[src/rtl/mem_resp_queue_pkg.sv]
// Shared load-op encodings and per-entry metadata layout for the MEM response queue.
package mem_resp_queue_pkg;

   localparam int LD_OP_W   = 3;
   localparam int LOWBITS_W = 2;

   typedef enum logic [LD_OP_W-1:0] {
      LD_NONE = 3'd0,
      LD_W    = 3'd1,
      LD_B    = 3'd2,
      LD_BU   = 3'd3,
      LD_H    = 3'd4,
      LD_HU   = 3'd5
   } ld_op_e;

   typedef struct packed {
      logic                 is_mem;
      logic [LD_OP_W-1:0]   ld_op;
      logic [LOWBITS_W-1:0] lowbits;
      logic                 we;
      logic                 done;
   } entry_meta_t;

endpackage

[src/rtl/mem_load_extract.sv]
// Byte/half lane select with sign or zero extension for ld.b/bu/h/hu/w responses.
module mem_load_extract
   import mem_resp_queue_pkg::*;
#(
   parameter int DATA_W = 32
)
(
   input  logic [DATA_W-1:0]    rdata,
   input  logic [LOWBITS_W-1:0] lowbits,
   input  logic [LD_OP_W-1:0]   ld_op,
   output logic [DATA_W-1:0]    result
);

   logic [7:0]  byte_sel;
   logic [15:0] half_sel;

   // Half lane follows lowbits[1] only; misalignment is trapped before EX.
   assign byte_sel = rdata[{lowbits, 3'b000} +: 8];
   assign half_sel = rdata[{lowbits[1], 4'b0000} +: 16];

   always_comb begin
      result = rdata;
      case (ld_op)
         LD_B:    result = {{(DATA_W-8){byte_sel[7]}}, byte_sel};
         LD_BU:   result = {{(DATA_W-8){1'b0}}, byte_sel};
         LD_H:    result = {{(DATA_W-16){half_sel[15]}}, half_sel};
         LD_HU:   result = {{(DATA_W-16){1'b0}}, half_sel};
         default: result = rdata;
      endcase
   end

endmodule

[src/rtl/mem_resp_queue.sv]
// In-order MEM-stage queue matching bus responses to ops; optional bypass port
// presenting the youngest entry is enabled with the MEM_FWD_EN macro.
module mem_resp_queue
   import mem_resp_queue_pkg::*;
#(
   parameter int DEPTH  = 2,
   parameter int DATA_W = 32,
   parameter int DEST_W = 5,
   parameter int PC_W   = 32
)
(
   input  logic              clk,
   input  logic              resetn,
   input  logic              flush,
   input  logic              in_valid,
   output logic              in_ready,
   input  logic              in_is_mem,
   input  logic [2:0]        in_ld_op,
   input  logic [1:0]        in_lowbits,
   input  logic              in_we,
   input  logic [DEST_W-1:0] in_dest,
   input  logic [DATA_W-1:0] in_alu,
   input  logic [PC_W-1:0]   in_pc,
   input  logic              data_ok,
   input  logic [DATA_W-1:0] rdata,
   output logic              out_valid,
   input  logic              out_ready,
   output logic              out_we,
   output logic [DEST_W-1:0] out_dest,
   output logic [DATA_W-1:0] out_result,
   output logic [PC_W-1:0]   out_pc,
   output logic              req_allow,
   output logic              proto_err
`ifdef MEM_FWD_EN
   ,
   output logic              fwd_valid,
   output logic              fwd_we,
   output logic [DEST_W-1:0] fwd_dest,
   output logic [DATA_W-1:0] fwd_result,
   output logic              fwd_block
`endif
);

   localparam int PTR_W = $clog2(DEPTH);
   localparam int CNT_W = $clog2(DEPTH + 1);

   logic [PTR_W-1:0]  wr_ptr_reg, rd_ptr_reg;
   logic [CNT_W-1:0]  count_reg, discard_cnt_reg;
   logic              proto_err_reg;

   entry_meta_t       meta_arr  [DEPTH];
   logic [DEST_W-1:0] dest_arr  [DEPTH];
   logic [DATA_W-1:0] alu_arr   [DEPTH];
   logic [PC_W-1:0]   pc_arr    [DEPTH];
   logic [DATA_W-1:0] rdata_arr [DEPTH];

   logic              full, push, pop;
   logic              to_discard, to_entry, proto_hit, consumed;
   logic [CNT_W-1:0]  awaiting;
   logic              resp_found;
   logic [PTR_W-1:0]  resp_idx;
   logic [DATA_W-1:0] head_ext;

   // Oldest mem op still waiting is the in-order target of the next data_ok.
   always_comb begin
      logic [PTR_W-1:0] idx;
      awaiting   = '0;
      resp_found = 1'b0;
      resp_idx   = rd_ptr_reg;
      idx        = rd_ptr_reg;
      for (int k = 0; k < DEPTH; k++) begin
         idx = rd_ptr_reg + PTR_W'(k);
         if ((CNT_W'(k) < count_reg) && meta_arr[idx].is_mem && !meta_arr[idx].done) begin
            awaiting = awaiting + CNT_W'(1);
            if (!resp_found) begin
               resp_found = 1'b1;
               resp_idx   = idx;
            end
         end
      end
   end

   assign full       = (count_reg == CNT_W'(DEPTH));
   assign in_ready   = !full;
   assign req_allow  = !full &&
                       (({1'b0, awaiting} + {1'b0, discard_cnt_reg}) < (CNT_W+1)'(DEPTH));
   assign push       = in_valid && in_ready && !flush;
   assign out_valid  = (count_reg != '0) && meta_arr[rd_ptr_reg].done;
   assign pop        = out_valid && out_ready;

   assign to_discard = data_ok && (discard_cnt_reg != '0);
   assign to_entry   = data_ok && (discard_cnt_reg == '0) && resp_found;
   assign proto_hit  = data_ok && (discard_cnt_reg == '0) && !resp_found;
   assign consumed   = to_discard || to_entry;
   assign proto_err  = proto_err_reg;

   always_ff @(posedge clk or negedge resetn) begin
      if (!resetn) begin
         wr_ptr_reg      <= '0;
         rd_ptr_reg      <= '0;
         count_reg       <= '0;
         discard_cnt_reg <= '0;
         proto_err_reg   <= 1'b0;
      end else begin
         if (proto_hit) proto_err_reg <= 1'b1;
         if (flush) begin
            // Every response still owed to a killed entry must be swallowed later.
            wr_ptr_reg      <= '0;
            rd_ptr_reg      <= '0;
            count_reg       <= '0;
            discard_cnt_reg <= discard_cnt_reg + awaiting - CNT_W'(consumed);
         end else begin
            if (push) wr_ptr_reg <= wr_ptr_reg + PTR_W'(1);
            if (pop)  rd_ptr_reg <= rd_ptr_reg + PTR_W'(1);
            case ({push, pop})
               2'b10:   count_reg <= count_reg + CNT_W'(1);
               2'b01:   count_reg <= count_reg - CNT_W'(1);
               default: count_reg <= count_reg;
            endcase
            if (to_discard) discard_cnt_reg <= discard_cnt_reg - CNT_W'(1);
         end
      end
   end

   for (genvar gi = 0; gi < DEPTH; gi++) begin : g_entry
      entry_meta_t       meta_reg;
      logic [DEST_W-1:0] dest_reg;
      logic [DATA_W-1:0] alu_reg;
      logic [PC_W-1:0]   pc_reg;
      logic [DATA_W-1:0] rdata_reg;

      always_ff @(posedge clk or negedge resetn) begin
         if (!resetn) begin
            meta_reg  <= '0;
            dest_reg  <= '0;
            alu_reg   <= '0;
            pc_reg    <= '0;
            rdata_reg <= '0;
         end else if (push && (wr_ptr_reg == PTR_W'(gi))) begin
            meta_reg  <= '{is_mem: in_is_mem, ld_op: in_ld_op, lowbits: in_lowbits,
                           we: in_we, done: !in_is_mem};
            dest_reg  <= in_dest;
            alu_reg   <= in_alu;
            pc_reg    <= in_pc;
         end else if (to_entry && (resp_idx == PTR_W'(gi))) begin
            meta_reg.done <= 1'b1;
            rdata_reg     <= rdata;
         end
      end

      assign meta_arr[gi]  = meta_reg;
      assign dest_arr[gi]  = dest_reg;
      assign alu_arr[gi]   = alu_reg;
      assign pc_arr[gi]    = pc_reg;
      assign rdata_arr[gi] = rdata_reg;
   end

   mem_load_extract #(.DATA_W(DATA_W)) u_head_extract (
      .rdata   (rdata_arr[rd_ptr_reg]),
      .lowbits (meta_arr[rd_ptr_reg].lowbits),
      .ld_op   (meta_arr[rd_ptr_reg].ld_op),
      .result  (head_ext)
   );

   assign out_we     = meta_arr[rd_ptr_reg].we;
   assign out_dest   = dest_arr[rd_ptr_reg];
   assign out_pc     = pc_arr[rd_ptr_reg];
   assign out_result = (meta_arr[rd_ptr_reg].ld_op == LD_NONE) ? alu_arr[rd_ptr_reg] : head_ext;

`ifdef MEM_FWD_EN
   logic [PTR_W-1:0]  tail_idx;
   logic [DATA_W-1:0] tail_ext;

   assign tail_idx = wr_ptr_reg - PTR_W'(1);

   mem_load_extract #(.DATA_W(DATA_W)) u_tail_extract (
      .rdata   (rdata_arr[tail_idx]),
      .lowbits (meta_arr[tail_idx].lowbits),
      .ld_op   (meta_arr[tail_idx].ld_op),
      .result  (tail_ext)
   );

   assign fwd_valid  = (count_reg != '0);
   assign fwd_we     = meta_arr[tail_idx].we;
   assign fwd_dest   = dest_arr[tail_idx];
   assign fwd_result = (meta_arr[tail_idx].ld_op == LD_NONE) ? alu_arr[tail_idx] : tail_ext;
   assign fwd_block  = fwd_valid && (meta_arr[tail_idx].ld_op != LD_NONE) &&
                       !meta_arr[tail_idx].done;
`endif

endmodule
[config.mk]
export PLATFORM = sky130hd
export DESIGN_NAME = mem_resp_queue
export DESIGN_NICKNAME = d
export VERILOG_FILES = /design/src/rtl/mem_resp_queue_pkg.sv /design/src/rtl/mem_load_extract.sv /design/src/rtl/mem_resp_queue.sv
export SDC_FILE = /design/constraint.sdc
export NUM_CORES = 1
export LEC_CHECK = 0
export ABC_AREA = 0
export BUFFER_PORTS_ARGS = -buffer_cell sky130_fd_sc_hd__buf_2
export CORE_MARGIN = 10
export CORE_UTILIZATION = 38
export DETAILED_ROUTE_END_ITERATION = 16
export SYNTH_ARGS = -nofsm -noshare
export SYNTH_HDL_FRONTEND = slang
export SYNTH_SLANG_ARGS = --single-unit
[constraint.sdc]
create_clock -name clk -period 5.5 [get_ports clk]
set_input_delay 0.55 -clock clk [delete_from_list [all_inputs] [get_ports clk]]
set_output_delay 0.55 -clock clk [all_outputs]
set_load 0.03 [all_outputs]
Word level (Yosys, flattened, before mapping). Cells that the tools add are included.

Register bits: 225. Word-level logic and storage cells: 126. Input port bits: 114. Output and inout port bits: 74.

Magnitude comparators: 5. $add $sub $neg: 9. Bitwise operators: 6. Equality and inequality tests: 7. Muxes and demuxes: 38. Reductions and logical operators: 36. Shift operators: 2.

Operator list (number): $mux 32 (10); $pmux 32 s4 (1); $mux 8 (6); $shiftx 32x6->16 (1); $shiftx 32x6->8 (1); $logic_and 1x1->1 (17); $mux 5 (3); $reduce_bool 2->1 (7); $mux 1 (13); $mux 2 (4); $eq 3x2->1 const B (2); $eq 3x3->1 const B (2); $logic_not 1->1 (6); $add 2x1->2 const B (2); $eq 2x2->1 const B (2); $ge 2x2->1 const B (2); $lt 1x2->1 const A (2); $not 1->1 (4); $not 1->2 (2); $pmux 2 s2 (1); $reduce_and 2->1 (2); $sub 2x1->2 const B (2); $add 2x2->3 (1); $logic_not 3->1 (1); 8 further kinds (9).

Longest topological paths before layout.
Word-level depth: 13. Mapped depth: 15.

By module. Synthesis repeated with hierarchy kept, for this count alone.

Cells, all modules: 877. Area total of the unflattened synthesis: 11621.1 um2.

By module, submodules not included: mem_resp_queue (area each 10530.1 um2, cells each 731, times used 1); mem_load_extract (area each 1091.0 um2, cells each 146, times used 1).

Worst setup path before layout. OpenSTA, ideal clock, no wires.

Path type: reg2out. From: register rd_ptr_reg. To: output port req_allow. Setup slack: 1.996 ns. Arrival time: 2.954 ns. Cell stages (with the launch flop): 13. Path buffers: 4. Cells stage by stage: dfrtp_1 > buf_6 > buf_6 > buf_4 > buf_2 > mux2i_1 > and2_1 > inv_1 > ha_1 > inv_1 > nor2_1 > fa_1 > nor3_1.

Longest elaborated chain between the ends: 12.

Ends and longest elaborated chain: start: declaration (line mem_resp_queue.sv:47) `logic [PTR_W-1:0] wr_ptr_reg, rd_ptr_reg;`; start signal: assignment (line mem_resp_queue.sv:114) `if (pop) rd_ptr_reg <= rd_ptr_reg + PTR_W'(1);`; $not 1->2 (not written as such) (line mem_resp_queue.sv:73) `if ((CNT_W'(k) < count_reg) && meta_arr[idx].is_mem && !meta_arr[idx].done) begin`; $mux 8; $mux 8 (not written as such) (line mem_resp_queue.sv:73); $mux 8; $logic_and 1x1->1 or $logic_not 1->1 (tied branches) (line mem_resp_queue.sv:73); $logic_and 1x1->1 (line mem_resp_queue.sv:73); $mux 1 (line mem_resp_queue.sv:73); $add 2x1->2 (line mem_resp_queue.sv:74) `awaiting = awaiting + CNT_W'(1);`; $mux 2 (*) (line mem_resp_queue.sv:73); $add 2x2->3 (*) (line mem_resp_queue.sv:86) `(({1'b0, awaiting} + {1'b0, discard_cnt_reg}) < (CNT_W+1)'(DEPTH));`; $lt 3x2->1 (*) (line mem_resp_queue.sv:86); $logic_and 1x1->1 (*) (line mem_resp_queue.sv:85) `assign req_allow = !full &&`; end: declaration (line mem_resp_queue.sv:32) `output logic req_allow,`.

Every way passes the cells marked *; elsewhere a longest branch is shown, timed or not. The select of a mux whose other input is x is not followed.

Worst setup path after layout.
From: register rd_ptr_reg. To: output port out_result[14].

Longest elaborated chain between the ends: 7.

Ends and longest elaborated chain: $not 1->2 (not written as such) (*); $mux 32 (not written as such) or $mux 8 (tied branches) (line mem_resp_queue.sv:159, mem_resp_queue.sv:161, mem_resp_queue.sv:168); $mux 32 (not written as such) or $mux 8 (tied branches); $mux 32 (not written as such) or $mux 8 (tied branches) (line mem_resp_queue.sv:159, mem_resp_queue.sv:161, mem_resp_queue.sv:168); $shiftx 32x6->16, or another cell as far along (line mem_load_extract.sv:19) `assign half_sel = rdata[{lowbits[1], 4'b0000} +: 16];`; $pmux 32 s4 (line mem_load_extract.sv:23) `case (ld_op)`; $mux 32 (*) (line mem_resp_queue.sv:168) `assign out_result = (meta_arr[rd_ptr_reg].ld_op == LD_NONE) ? alu_arr[rd_ptr_reg] : head_ext;`; end: declaration (line mem_resp_queue.sv:30) `output logic [DATA_W-1:0] out_result,`.

Marked as above.

==> impl_results.md <==
- Status: finished, final reports clean
- Synth cell types: 45
- RSZ-0062 raised after global routing: no
- CTS root buf: clkbuf_16
- Clock latency on the worst-skew pair: about 520 ps
- Largest net degree at the start of global routing: 124
- Critical path peak fanout: between 50 and 60
- Die Span Y: between 150 and 200 um
- Hold Path Class: in2async
- Post-Syn Area: ~0.011 mm^2
- Hold-fix buffers, CTS: 0
- Post_cts resized: 0
- Share of synthesized registers carrying an async set or reset: 1.00
- DR pass1 iterations: 4
- Post-synth top area cell: dfrtp_1
- Vias: around 7400
- Synth Area per Inst: roughly 13 um^2
- 1st-iter DRT viols: between 200 and 300
- Post-DR wirelength/cell: 20.9 um
- Fillers: between 2000 and 3000
- Crit path capture type: primary output
- WP data required: a little under 5000 ps
- Buffers on Ports: between 150 and 200
- TritonCTS buffer count: 27
- CTS tree: done
- Largest cells by area after synthesis: dfrtp_1 (51%), mux2_2 (29%), mux2i_1 (5.9%)
- Clk buf depth: 3
- HPWL after DPL: approximately 21 mm
- FF+latch count, synth: 225
- Actual slew at the worst max-slew pin: approximately 1100 ps
- Initial antenna violation count: 7
- Starting Density: 0.387
- Vias per cell: about 5.2
- Clock transition at the registers of the reported paths: around 60 ps
- Syn_nets: 972
- Arrival time worst endpoint: 3960 ps
- DRC: 0
- Max Slew Vio Count: 0
- Syn-to-layout area delta: 20.2%
- Clock skew: between 6 and 7 ps
- Die ar.: around 0.037 mm^2
- First-pass GRT wire length: 46.4 mm
- Post-CTS setup buffers: 0
- Post-synth top area share: 0.506
- Nets: around 1100
- Fin Setup TNS: 0 ps
- Achievable Freq: approximately 220 MHz
- Number of global-route vias before repair: between 7000 and 8000
- Clock Sinks: 225
- Max_cap viols: 0
- Leakage: between 5 and 6 nW
- Post-synth EDFFs: 0
- Core Area: 0.0288 mm^2
- Gr usage total: 0.161
- Setup violations, final: 0
- Inst Count DP: roughly 1400
- Max-slew headroom: 0.247
- GRT overflow: 0
- Share of layout cells above drive strength 1: 0.522
- Worst setup SP type: register
- Final period utilization: 0.820
- Syn Inst Count: about 850
- Critical path class: reg2out
- Final hold violations: 0
- H-tree levels: 1
- Seq/Total Area, Yosys: 0.506
- Num ports: 188
- Peak VDD IR: around 0.00044 V
- Yosys warns: 0
- Global placement routability congestion: around 0.82
- Post-route ant nets: 0
- Pwr dens: slightly below 700 mW/mm^2
- Die width: about 190 um
- Drt total wl: just under 30 mm
- Rows: 62
- Post-Layout Cell Count: between 1000 and 1500
- Fin crit period: between 4000 and 5000 ps
- Ys flop type: dfrtp_1
==> synth_stat cells, types with 6 or more instances <==
| cell type | n |
|---|---|
| a21boi_0 | 9 |
| a21oi_1 | 51 |
| a22oi_1 | 7 |
| a31o_2 | 9 |
| a31oi_1 | 8 |
| buf_2 | 26 |
| buf_4 | 6 |
| clkbuf_1 | 17 |
| dfrtp_1 | 225 |
| ha_1 | 9 |
| inv_1 | 11 |
| mux2_2 | 283 |
| mux2i_1 | 66 |
| nand2_1 | 25 |
| nand2b_1 | 6 |
| nor2_1 | 19 |
| nor3_1 | 11 |
| o22ai_1 | 8 |
| xnor2_1 | 6 |
==> per-stage QoR <==
stage | hold WS (ps) | setup slack, ps | utilization | area, um^2 | power (mW)
2_1_floorplan | 254 | 2000 | - | 11100 | 6.14
3_3_place_gp | 460 | 1620 | 0.432 | 12400 | 7.44
3_5_place_dp | 461 | 1540 | 0.432 | 12400 | 7.48
4_1_cts | 176 | 956 | 0.465 | 13400 | 9.37
5_1_grt | 201 | 769 | 0.465 | 13400 | 9.84
6_report | 125 | 991 | 0.465 | 13400 | 9.24
==> critical path, cell delays in order, from the launching register on <==
cell	delay [ps]
dfrtp_4	970
buf_4	560
mux2i_1	430
mux2i_1	160
o22ai_1	740
nor3_1	170
a21oi_1	150
buf_2	210
==> worst paths after layout <==
kind,slack (ps),cells past startpoint,to,from
max,990,7,out_result[14],rd_ptr_reg
min,120,1,discard_cnt_reg[1],resetn
max reg2reg,2400,9,g_entry[1].rdata_reg[5],rd_ptr_reg
min reg2reg,470,1,proto_err,proto_err
max in group asynchronous,4060,2,g_entry[1].alu_reg[14],resetn
min in group clk,230,2,g_entry[0].meta_reg[0],in_is_mem
==> per-layer routing <==
metal | track usage | up-vias | share of wire
met1 | 0.210 | 3729 | 0.44
met4 | 0.0415 | 8 | 0.022
met3 | 0.0457 | 50 | 0.064
li1 | - | 3435 | -
met2 | 0.257 | 174 | 0.47
met5 | 0 | - | 0.0020
==> layout make-up <==
| type | count | area [um^2] | area share |
|---|---|---|---|
| tap | 384 | 480 | 0.0359 |
| multi-input combinational | 559 | 5210 | 0.390 |
| inverter | 11 | 41.3 | 0.00309 |
| clock buffer | 38 | 777 | 0.0581 |
| sequential | 225 | 5630 | 0.421 |
| clock inverter | 10 | 150 | 0.0112 |
| antenna | 2 | 5.00 | 0.000374 |
| timing repair buffer | 201 | 1080 | 0.0805 |
==> power breakdown <==
part           internal (mW)  leakage, nW  switching [mW]
sequential              2.42         2.78           0.513
clock                   1.16        0.462           0.680
combinational           1.85         2.72            2.62
==> kinds of logic after synthesis <==
family | share of synthesized area
and+or+nand+nor | 0.0327
AOI/OAI and AO/OA | 0.0645
muxes | 0.349
buffers and inverters | 0.0286
DFF | 0.506
xor gates and xnor gates | 0.00708
adders and majority gates | 0.0119
==> placed cells by master, fill, tap and decap left out, types with 6 or more instances in the layout <==
cell type and count:
a21boi_0 9, a21oi_1 51, a22oi_1 7, a31o_2 9, a31oi_1 8, buf_2 186, buf_4 12, clkbuf_16 27
clkbuf_8 6, clkinv_2 6, dfrtp_1 224, ha_1 9, inv_1 11, mux2_2 283, mux2i_1 65, nand2_1 25
nand2b_1 6, nor2_1 19, nor3_1 11, o22ai_1 8, xnor2_1 6
Note: power is estimated with default switching activity, not from simulation.
